<file path="src/rtl/lif_neuron_b2leak.sv">
// rtl/lif_neuron_b2leak.sv - leaky integrate-and-fire neuron with base-2 shift leak
// Integrates weight on pre_spike, leaks by v>>LEAK_SHIFT every LEAK_PERIOD cycles, fires at THRESHOLD.
module lif_neuron_b2leak #(
  parameter int W_WIDTH        = 16,
  parameter int V_WIDTH        = 20,
  parameter int THRESHOLD      = 4096,
  parameter int LEAK_SHIFT     = 4,
  parameter int LEAK_PERIOD    = 8,
  parameter int REFRACT_CYCLES = 5
) (
  input  logic               clk,
  input  logic               rst,
  input  logic               pre_spike,
  input  logic [W_WIDTH-1:0] weight,
  output logic               post_spike,
  output logic [V_WIDTH-1:0] membrane,
  output logic               in_refractory,
  output logic [7:0]         spike_count
);

  localparam int LC_W = (LEAK_PERIOD > 1) ? $clog2(LEAK_PERIOD) : 1;
  localparam int RC_W = (REFRACT_CYCLES > 1) ? $clog2(REFRACT_CYCLES) : 1;
  localparam logic [LC_W-1:0]    LEAK_LAST = LC_W'(LEAK_PERIOD - 1);
  localparam logic [RC_W-1:0]    RC_LOAD   = RC_W'(REFRACT_CYCLES - 1);
  localparam logic [V_WIDTH:0]   THR       = (V_WIDTH + 1)'(THRESHOLD);
  localparam logic [V_WIDTH:0]   V_MAX     = {1'b0, {V_WIDTH{1'b1}}};

  typedef enum logic {ST_INTEGRATE, ST_REFRACTORY} state_t;

  state_t             state_q, state_d;
  logic [V_WIDTH-1:0] v_q, v_d;
  logic               post_q, post_d;
  logic               inref_q, inref_d;
  logic [RC_W-1:0]    refr_q, refr_d;
  logic [LC_W-1:0]    leak_q, leak_d;
  logic [7:0]         cnt_q, cnt_d;

  logic               leak_tick;
  logic [V_WIDTH-1:0] v_l;
  logic [V_WIDTH:0]   v_sum, v_a;

  always_comb begin
    leak_tick = (leak_q == LEAK_LAST);
    leak_d    = leak_tick ? '0 : leak_q + LC_W'(1);

    // Leak is applied before the add; one extra bit catches overflow for saturation.
    v_l   = leak_tick ? v_q - (v_q >> LEAK_SHIFT) : v_q;
    v_sum = {1'b0, v_l} + (pre_spike ? (V_WIDTH + 1)'(weight) : '0);
    v_a   = (v_sum > V_MAX) ? V_MAX : v_sum;

    state_d = state_q;
    v_d     = v_q;
    post_d  = 1'b0;
    refr_d  = refr_q;
    cnt_d   = cnt_q;

    case (state_q)
      ST_INTEGRATE: begin
        if (v_a >= THR) begin
          v_d     = '0;
          post_d  = 1'b1;
          cnt_d   = cnt_q + 8'd1;
          refr_d  = RC_LOAD;
          state_d = ST_REFRACTORY;
        end else begin
          v_d = v_a[V_WIDTH-1:0];
        end
      end
      ST_REFRACTORY: begin
        v_d = '0;
        if (refr_q == '0) begin
          state_d = ST_INTEGRATE;
        end else begin
          refr_d = refr_q - RC_W'(1);
        end
      end
      default: state_d = ST_INTEGRATE;
    endcase

    inref_d = (state_d == ST_REFRACTORY);
  end

  always_ff @(posedge clk) begin
    if (rst) begin
      state_q <= ST_INTEGRATE;
      v_q     <= '0;
      post_q  <= 1'b0;
      inref_q <= 1'b0;
      refr_q  <= '0;
      leak_q  <= '0;
      cnt_q   <= '0;
    end else begin
      state_q <= state_d;
      v_q     <= v_d;
      post_q  <= post_d;
      inref_q <= inref_d;
      refr_q  <= refr_d;
      leak_q  <= leak_d;
      cnt_q   <= cnt_d;
    end
  end

  assign post_spike    = post_q;
  assign membrane      = v_q;
  assign in_refractory = inref_q;
  assign spike_count   = cnt_q;

endmodule

</file>
<file path="config.mk">
export PLATFORM = sky130hd
export DESIGN_NAME = lif_neuron_b2leak
export DESIGN_NICKNAME = d
export VERILOG_FILES = /design/src/rtl/lif_neuron_b2leak.sv
export SDC_FILE = /design/constraint.sdc
export NUM_CORES = 1
export LEC_CHECK = 0
export ABC_AREA = 1
export CAP_MARGIN = 20
export CORE_ASPECT_RATIO = 0.9
export CORE_UTILIZATION = 35
export DETAILED_ROUTE_END_ITERATION = 8
export DONT_BUFFER_PORTS = 1
export GPL_ROUTABILITY_DRIVEN = 0
export PLACE_DENSITY = 0.57
export SYNTH_ARGS = -nofsm -noshare
export SYNTH_HDL_FRONTEND = slang
export SYNTH_SLANG_ARGS = --single-unit
export TNS_END_PERCENT = 10
</file>
<file path="constraint.sdc">
create_clock -name clk -period 6.95 [get_ports clk]
set_clock_uncertainty 0.1 [all_clocks]
set_input_delay 1.39 -clock clk [delete_from_list [all_inputs] [get_ports clk]]
set_output_delay 1.39 -clock clk [all_outputs]
set_load 0.005 [all_outputs]
</file>
* Yosys cells after proc, flatten, opt, wreduce, memory -nomap -nowiden
Index checks and enable logic that the tools add are counted.
Storage, ports and cells: bits in registers 36, word-level logic and storage cells 33, input port bits 19
Cells by class: order comparisons 2, muxes and demuxes 11, equal/unequal tests 3, add/subtract/negate cells 5, bitwise operators 1, reductions and logical operators 5
Operators by type and width (count):
- two-way mux 20 bit | 2
- one-hot mux 20 bit (2 select lines) | 1
- adder 20 x 16 -> 21 bit | 1
- greater-or-equal comparator 21 x 13 -> 1 bit, second input constant | 1
- > comparator 21 x 20 -> 1 bit, second input constant | 1
- two-way mux 21 bit | 1
- subtractor 20 x 16 -> 20 bit | 1
- two-way mux 16 bit | 1
- adder 8 x 1 -> 8 bit, second input constant | 1
- two-way mux 3 bit | 2
- one-hot mux 3 bit (2 select lines) | 1
- != test 2 bit, second input constant | 2
- AND reduction 2 bit | 2
- OR reduction 2 bit | 2
- adder 3 x 1 -> 3 bit, second input constant | 1
- equality test 3 bit, second input constant | 1
- zero test 3 bit | 1
- subtractor 3 x 1 -> 3 bit, second input constant | 1
- two-way mux 1 bit | 2
- one-hot mux 1 bit (2 select lines) | 1
- NOT 1 bit | 1

* Longest topological paths before layout
Gate-level depths: netlist of the first run.
word-level depth 8, gate-level depth with buffers 30, mapped depth without buffers 30

* Worst setup path before layout of the first run
OpenSTA, ideal clock, no wires.
kind input to register, from input port pre_spike, to register cnt_q[3], in the netlist spike_count[3], library setup time 69 ps, stages 18, data required time 6781 ps, setup slack 3013 ps, arrival 3768 ps, cells stage by stage clkbuf_1 clkbuf_1 nand2_1 inv_1 ha_1 a21oi_1 o21a_1 nand3_1 a21oi_1 inv_2 nand2_1 nand3_1 nor2_1 nand3_2 o21bai_4 buf_6 nand2_2 a21oi_2
Between the ends: cells in the longest elaborated chain, start to end 6
RTL lines:
- start: declaration | RTL line 13 | input logic pre_spike,
- two-way mux 16 bit (*) | RTL line 48 | v_sum = {1'b0, v_l} + (pre_spike ? (V_WIDTH + 1)'(weight) : '0);
- adder 20 x 16 -> 21 bit (*) | RTL line 48
- > comparator 21 x 20 -> 1 bit | RTL line 49 | v_a = (v_sum > V_MAX) ? V_MAX : v_sum;
- two-way mux 21 bit (*) | RTL line 49
- greater-or-equal comparator 21 x 13 -> 1 bit (*) | RTL line 59 | if (v_a >= THR) begin
- AND reduction 2 bit (no source line) (*)
- end signal: assignment | RTL line 99 | cnt_q <= cnt_d;
- end: declaration | RTL line 36 | logic [7:0] cnt_q, cnt_d;
Every way passes the cells marked *; elsewhere a longest branch is shown, timed or not. A chain may end at the register's enable or synchronous reset.

* Final worst setup path of the first run
from register v_q[0], in the netlist membrane[0], to register v_q[1], in the netlist membrane[1]
Between the ends: cells in the longest elaborated chain, start to end 8
RTL lines:
- start: declaration | RTL line 31 | logic [V_WIDTH-1:0] v_q, v_d;
- start signal: assignment | RTL line 94 | v_q <= v_d;
- subtractor 20 x 16 -> 20 bit | RTL line 47 | v_l = leak_tick ? v_q - (v_q >> LEAK_SHIFT) : v_q;
- two-way mux 20 bit (*) | RTL line 47
- adder 20 x 16 -> 21 bit (*) | RTL line 48
- > comparator 21 x 20 -> 1 bit | RTL line 49
- two-way mux 21 bit (*) | RTL line 49
- greater-or-equal comparator 21 x 13 -> 1 bit | RTL line 59
- two-way mux 20 bit (*) | RTL line 59
- one-hot mux 20 bit (2 select lines) (*) | RTL line 57 | case (state_q)
Marks and branches as above.

==> impl_metrics.tcl, run 1 <==
set metrics [dict create \
    numCtsBuffers 5 \
    rsz0062_at_grt "false" \
    post_drt_wl_per_cell_um 12.6 \
    core_area_um2 9870 \
    fin_ws_ns 2.03 \
    final_cells 702 \
    start_util_pct 36.8 \
    dieArea_um2 10800 \
    drc 0 \
    antenna_left 0 \
    overflow 0 \
    cp.required_ns 7.05 \
    via_count 3349 \
    io_buffer_count 0 \
    antenna_cells 0 \
    min_period_over_period_pct 70.8 \
    vias_per_cell 4.77 \
    hpwl_um 7400 \
    critPathKind "register to register" \
    drt-total-wl_um 8860 \
    hold_buffers 0 \
    vdd_drop_max_uv 99.3 \
    fin_area_um2 3910 \
    placementRows 34 \
    clockRootBuffer "clkbuf_16" \
    fin_crit_ns 4.92 \
    syn_inst 570 \
    status "finished clean" \
    max_slew_margin_pct 59.8 \
    nets 635 \
    yosysSeqAreaShare_pct 19.9 \
    clkSinkCount 36 \
    cp-start-kind "register" \
    timing.final.max_slew_violations 0 \
    pre_cts_ws_ns 2.13 \
    setup_violations 0 \
    grtUsageMet1_pct 26.2 \
    hold_violations 0 \
    gr-usage-met3_pct 2.05 \
    ys_types 36 \
    timing.fmax_mhz 203 \
    pin_count 49 \
    layout-drive-gt1-share_pct 10.1 \
    die_x_um 109 \
    first_pass_iters 5 \
    clk_pin_slew_worst_paths_ns 0.06 \
    worstPathMaxFanout 12 \
    worstSetupEndpointType "register" \
    p_leak_nw 2.02 \
    postSynthAreaPerCell_um2 6.36 \
    grt_pass1_vias 3129 \
    cts_tree "yes" \
    hold_slack_ns 0.317 \
    grt_max_degree 33 \
    grt.total_usage_pct 17.1 \
    synth_area_um2 3630 \
    min_path_type "register to register" \
    drv_cap 0 \
    grt_pass1_wl_um 14600 \
    antenna_found_initial 0 \
    dp_cells 694 \
    busiest_layer "met1" \
    final.setup.tns_ns 0 \
    cts_setup_buffers 0 \
    synth_warnings 0 \
    die_h_um 98.6 \
    cts.htree.levels 2 \
    ys_ff_latch 36 \
    placed_area_um2 3760 \
    first_iter_violations 184 \
    cts_buffer_depth 2 \
    syn_to_final_growth_pct 7.83 \
    grtUsageMet2_pct 24.6 \
    worstSkewPairLatency_ns 0.28 \
    worstPathArrival_ns 5.02 \
    powerDensity_nw_per_um2 140 \
    cts.repair.resized 0 \
    worst_pin_slew_ns 0.601 \
]
-- synthesized netlist by cell type --
library cell | instances | share of area, %
nand4_1 | 4 | 0.69
inv_1 | 90 | 9.3
nand2_2 | 11 | 1.9
nor3_1 | 2 | 0.28
ha_1 | 39 | 13
a21oi_1 | 34 | 4.7
nand2_1 | 170 | 18
o211a_1 | 1 | 0.28
o21ai_2 | 2 | 0.48
o21bai_1 | 3 | 0.62
conb_1 | 1 | 0.10
nand3_1 | 27 | 3.7
dfxtp_1 | 36 | 20
buf_4 | 1 | 0.21
buf_6 | 1 | 0.31
o21ai_0 | 22 | 3.0
a31oi_1 | 4 | 0.69
nor3_2 | 1 | 0.28
nor2_1 | 38 | 3.9
clkbuf_1 | 6 | 0.62
and3_1 | 3 | 0.52
fa_1 | 2 | 1.1
and2_1 | 1 | 0.17
nand3_2 | 8 | 2.2
or2_2 | 2 | 0.34
or2_1 | 1 | 0.17
inv_2 | 7 | 0.72
buf_2 | 1 | 0.14
xnor2_1 | 19 | 4.6
o21bai_4 | 1 | 0.52
o21a_1 | 1 | 0.21
a21oi_2 | 16 | 3.9
a21o_1 | 1 | 0.21
xor2_1 | 10 | 2.4
nor2_2 | 2 | 0.34
nand3b_1 | 2 | 0.41
-- cells in the final DEF, fill, tap and decap left out, types with 2 or more instances in the layout --
cell type,Yosys,final
nand2_1,170,170
inv_1,90,90
ha_1,39,39
nor2_1,38,38
dfxtp_1,36,36
a21oi_1,34,34
nand3_1,27,27
o21ai_0,22,22
xnor2_1,19,19
a21oi_2,16,16
nand2_2,11,11
xor2_1,10,10
nand3_2,8,8
conb_1,1,8
inv_2,7,7
clkbuf_16,0,5
nand4_1,4,4
a31oi_1,4,4
o21bai_1,3,3
and3_1,3,3
o21ai_2,2,2
nor2_2,2,2
nor3_1,2,2
nand3b_1,2,2
or2_2,2,2
fa_1,2,2
-- power breakdown --
part | internal (W) | switching, W
Sequential | 0.000215 | 0.00000922
Clock | 0.000133 | 0.0000917
Combinational | 0.0000362 | 0.0000630
Total | 0.000385 | 0.000164
-- per-layer routing --
metal	share of wire, %	vias up	wire length, um
met5	0	-	0
met4	0.45	0	40
met3	3.2	4	281
met2	41	52	3630
met1	55	1492	4910
li1	-	1801	-
-- logic make-up after synthesis --
kind of cell / share of synthesized area (%)
adders and majority gates: 14.6
DFF: 19.9
other: 0.103
AOI/OAI and AO/OA: 14.6
and+or+nand+nor: 32.6
xor gates and xnor gates: 7.00
buffers and inverters: 11.3
-- area by class of cell --
| class | instances | area, um^2 |
|---|---|---|
| clock buffers | 5 | 125 |
| clock inverters | 3 | 21.3 |
| fillers | 1067 | 5960 |
| inverters | 97 | 364 |
| multi-input cells | 435 | 2520 |
| flip-flops and latches | 36 | 721 |
| well taps | 126 | 158 |
-- sequential cells by signal (all words and copies together), names as in the netlist --
signal	count
leak_q	3
membrane	20
in_refractory	1
post_spike	1
spike_count	8
refr_q	3
-- per-stage QoR --
stage               utilization, %  total power (W)
floorplan                        -         0.000309
global placement              38.1         0.000327
detailed placement            38.1         0.000327
CTS                           39.6         0.000557
global route                  39.6         0.000578
finish                        39.6         0.000549
-- worst max-delay path, stage by stage (launching register included) --
cell and delay [ns]:
dfxtp_1 0.37, inv_1 0.06, ha_1 0.22, fa_1 0.37
inv_1 0.11, nand2_1 0.09, o21ai_2 0.19, a21oi_1 0.12
o21ai_0 0.22, xnor2_1 0.09, o21ai_0 0.31, ha_1 0.35
nand2_1 0.12, nor2_1 0.07, nand3_1 0.12, nand3_1 0.11
a21oi_1 0.28, a21oi_1 0.07, nand3_1 0.44, nand3_2 0.19
nor2_1 0.14, nand3_1 0.41, a21oi_1 0.28
-- final timing paths --
check               from     endpoint  slack (ns)  cells past startpoint
max reg2reg  membrane[0]  membrane[1]        2.03                     22
min            leak_q[0]    leak_q[0]        0.32                      1
min reg2reg    leak_q[0]    leak_q[0]        0.32                      1
max          membrane[0]  membrane[1]        2.03                     22
(Power assumes the default switching activity.)
==> inputs of run 2 (changes only) <==
clock period = 4.87 ns   (was 6.95 ns; I/O delays follow)
==> impl_metrics.tcl, run 2 (synthesis results as in run 1) <==
set metrics [dict create \
    die_h_um 98.6 \
    start_util_pct 36.8 \
    fin_crit_ns 4.36 \
    first_iter_violations 221 \
    hpwl_um 7350 \
    cts.htree.levels 2 \
    via_count 3375 \
    cp.required_ns 4.97 \
    cp_slowest_stage_delay_ns 0.38 \
    crit_slowest_cell "ha_1" \
    layout-drive-gt1-share_pct 11.0 \
    dieArea_um2 10800 \
    grt_max_degree 33 \
    status "finished clean" \
    p_leak_nw 2.05 \
    pin_count 49 \
    first_pass_iters 4 \
    cts_buffer_depth 2 \
    cp-start-kind "register" \
    nets 641 \
    hold_violations 0 \
    io_buffer_count 0 \
    mostFrequentLayoutCell "nand2_1" \
    placed_area_um2 3780 \
    die_x_um 109 \
    clockRootBuffer "clkbuf_16" \
    worstSkewPairLatency_ns 0.28 \
    grt.total_usage_pct 17.4 \
    setup_violations 0 \
    post_drt_wl_per_cell_um 12.5 \
    syn_to_final_growth_pct 9.00 \
    grt_pass1_vias 3202 \
    antenna_found_initial 0 \
    grt_pass1_wl_um 14900 \
    dp_cells 696 \
    vias_per_cell 4.77 \
    overflow 0 \
    final.setup.tns_ns 0 \
    timing.fmax_mhz 229 \
    min_path_type "register to register" \
    numCtsBuffers 5 \
    p_total_w 0.000783 \
    clk_pin_slew_worst_paths_ns 0.06 \
    critPathKind "register to register" \
    fillCellCount 1054 \
    antenna_cells 0 \
    cpMostUsedCell "nand2_1" \
    placementRows 34 \
    worstSetupEndpointType "register" \
    final_cells 708 \
    min_period_over_period_pct 89.6 \
    final_cell_mix "170 x nand2_1, 90 x inv_1, 39 x ha_1, 38 x nor2_1, 36 x dfxtp_1" \
    worstPathMaxFanout 12 \
    core_area_um2 9870 \
    largest_reg_flops 20 \
    hold_buffers 0 \
    fin_area_um2 3950 \
    powerDensity_nw_per_um2 198 \
    cts.repair.resized 0 \
    antenna_left 0 \
    worstPathArrival_ns 4.46 \
    drc 0 \
    drv_cap 0 \
    cts_tree "yes" \
    timing.final.max_slew_violations 0 \
    rsz0062_at_grt "false" \
    clkSinkCount 36 \
    vdd_drop_max_uv 133 \
    drt-total-wl_um 8880 \
    postLayoutCoreUtil_pct 40.1 \
]
run 2: timing repair:
| action | 4_1_cts | 5_1_grt |
|---|---|---|
| endpoints found under the setup margin | 0 | 8 |
| setup buffers | 0 | 4 |
| hold endpoints to repair | 0 | 0 |
run 2: report_power, final:
part / switching [W] / total, W / internal, W / leakage (nW)
combinational: 0.0000886 / 0.000144 / 0.0000555 / 1.68
clock: 0.000129 / 0.000317 / 0.000188 / 0.0736
sequential: 0.0000142 / 0.000322 / 0.000308 / 0.296
run 2: worst paths after layout:
kind,from,endpoint,slack (ns),cells after the start
setup / recovery,membrane[0],membrane[11],0.51,28
setup reg to reg,membrane[0],membrane[11],0.51,28
hold / removal,leak_q[0],leak_q[0],0.33,1
hold reg to reg,leak_q[0],leak_q[0],0.33,1
run 2: metrics by stage:
step	hold WS [ns]	setup WS [ns]
floorplan	0.299	1.16
global placement	0.310	0.436
detailed placement	0.326	0.424
CTS	0.334	0.401
global route	0.345	0.0787
finish	0.328	0.509
run 2: final cells by class:
class | count | area (um^2) | area share (%)
flip-flops and latches | 36 | 721 | 18.2
multi-input cells | 435 | 2520 | 63.8
inverters | 97 | 364 | 9.21
well taps | 126 | 158 | 3.99
clock inverters | 3 | 18.8 | 0.475
repair buffers | 6 | 45.0 | 1.14
clock buffers | 5 | 125 | 3.16
run 2: critical path: cells and delay by family (launching register included):
kind / cells / cell delay (ns)
AND/OR/NAND/NOR: 15 / 1.29
adder cells (fa/ha/maj): 3 / 0.96
AO/OA/AOI/OAI: 5 / 0.89
buffers and inverters: 4 / 0.52
flip-flops: 1 / 0.37
XOR/XNOR: 1 / 0.16
run 2: layer usage:
metal / wire, um / global-route usage, %
met1: 4730 / 26.0
met2: 3600 / 25.6
met3: 420 / 2.58
met4: 131 / 4.21
met5: 0 / 0
==> inputs of run 3 (changes only) <==
CORE_MARGIN = 2   (was not set)
==> impl_metrics.tcl, run 3 (synthesis results as in run 1) <==
set metrics [dict create \
    status "finished clean" \
    layout-drive-gt1-share_pct 11.8 \
    clk_pin_slew_worst_paths_ns 0.06 \
    dieArea_um2 11200 \
    cp_slowest_stage_delay_ns 0.38 \
    vias_per_cell 4.73 \
    swShare_pct 30.1 \
    rsz0062_at_grt "false" \
    max_slew_margin_pct 67.4 \
    powerDensity_nw_per_um2 200 \
    setup_violations 0 \
    start_util_pct 35.7 \
    p_sw_w 0.000240 \
    core_area_um2 10200 \
    nets 645 \
    syn_to_final_growth_pct 10.2 \
    p_leak_nw 2.07 \
    drc 0 \
    mostFrequentLayoutCell "nand2_1" \
    post_drt_wl_per_cell_um 12.6 \
    cts_buffer_depth 2 \
    cp.required_ns 4.99 \
    worstPathMaxFanout 5 \
    grt.total_usage_pct 16.3 \
    cpMostUsedCell "nand2_1" \
    antenna_left 0 \
    seqPwrFrac_pct 40.3 \
    critPathKind "register to register" \
    cts_tree "yes" \
    timing.fmax_mhz 229 \
    fin_crit_ns 4.36 \
    first_pass_iters 4 \
    antenna_cells 0 \
    grt_pass1_vias 3124 \
    min_period_over_period_pct 89.5 \
    pwr-share-clk_pct 40.8 \
    crit_slowest_cell "ha_1" \
    drv_cap 0 \
    intPower_w 0.000558 \
    pin_count 49 \
    timing.final.max_slew_violations 0 \
    worstSetupEndpointType "register" \
    multiInputGateArea_um2 2540 \
    final_cell_mix "170 x nand2_1, 90 x inv_1, 39 x ha_1, 38 x nor2_1, 36 x dfxtp_1" \
    critPathBufInv 4 \
    seqCellArea_um2 721 \
    hpwl_um 7390 \
    drt-total-wl_um 9020 \
    grt_max_degree 33 \
    final.setup.tns_ns 0 \
    fillCellCount 1095 \
    vdd_drop_max_uv 109 \
    critPathTopFamily "simple AND/OR/NAND/NOR gates" \
    hold_violations 0 \
    grt_pass1_wl_um 14900 \
    clkSinkCount 36 \
    cts.htree.levels 2 \
    worst_pin_slew_ns 0.485 \
    worstPathArrival_ns 4.48 \
    numCtsBuffers 5 \
    largest_reg_flops 20 \
    hold_slack_ns 0.333 \
    combPwrFrac_pct 19.0 \
    first_iter_violations 124 \
    via_count 3385 \
    clockRootBuffer "clkbuf_16" \
    worstSkewPairLatency_ns 0.28 \
    min_path_type "register to register" \
    overflow 0 \
    io_buffer_count 0 \
    antenna_found_initial 0 \
    cp-start-kind "register" \
    die_h_um 101 \
    placementRows 35 \
    die_x_um 111 \
]
[run 3: per-layer routing]
metal	track usage [%]	share of wire (%)	up-vias
met5	0	0	-
met4	4.46	0.47	0
met3	2.10	3.3	4
met2	25.4	43	50
met1	23.7	53	1504
li1	-	-	1827
[run 3: layout make-up]
cell class	count	area share [%]
flip-flops and latches	36	18.0
clock buffers	5	3.13
clock inverters	3	0.532
repair buffers	9	1.69
well taps	129	4.04
multi-input cells	436	63.5
inverters	97	9.11
[run 3: timing repair]
action                                  in CTS  in global routing
gates resized for setup                      0                  1
hold buffers                                 0                  0
buffers inserted                             0                  7
endpoints found under the setup margin       0                 10
[run 3: path summary, 6_finish.rpt]
| kind | from | slack (ns) | cells after the start | to |
|---|---|---|---|---|
| max | membrane[0] | 0.51 | 28 | refr_q[1] |
| min | leak_q[0] | 0.33 | 1 | leak_q[0] |
| max reg2reg | membrane[0] | 0.51 | 28 | refr_q[1] |
| min reg2reg | leak_q[0] | 0.33 | 1 | leak_q[0] |
[run 3: stage by stage]
stage	utilization (%)	setup slack, ns	total power [W]	instance area [um^2]	cells
floorplan	-	1.16	0.000442	3650	577
global placement	37.2	0.415	0.000464	3780	699
detailed placement	37.2	0.346	0.000467	3780	699
CTS	38.7	0.332	0.000795	3930	707
global route	39.3	0.0164	0.000841	4000	715
finish	39.3	0.509	0.000798	4000	715
[run 3: worst reg2reg max path: cells and delay by family, from the launching register on]
family / cells / cell delay [ns]
AO/OA/AOI/OAI: 6 / 1.03
XOR/XNOR: 1 / 0.15
adder cells (fa/ha/maj): 3 / 0.96
AND/OR/NAND/NOR: 14 / 1.24
flip-flops: 1 / 0.36
buffers and inverters: 4 / 0.45
[run 3: power groups by stage]
stage	Sequential (W)	Combinational, W	Clock (W)
3_5_place_dp	0.000328	0.000139	0
4_1_cts	0.000321	0.000140	0.000334
5_1_grt	0.000323	0.000172	0.000346
6_report	0.000321	0.000151	0.000325
2_1_floorplan	0.000324	0.000118	0
3_3_place_gp	0.000328	0.000137	0
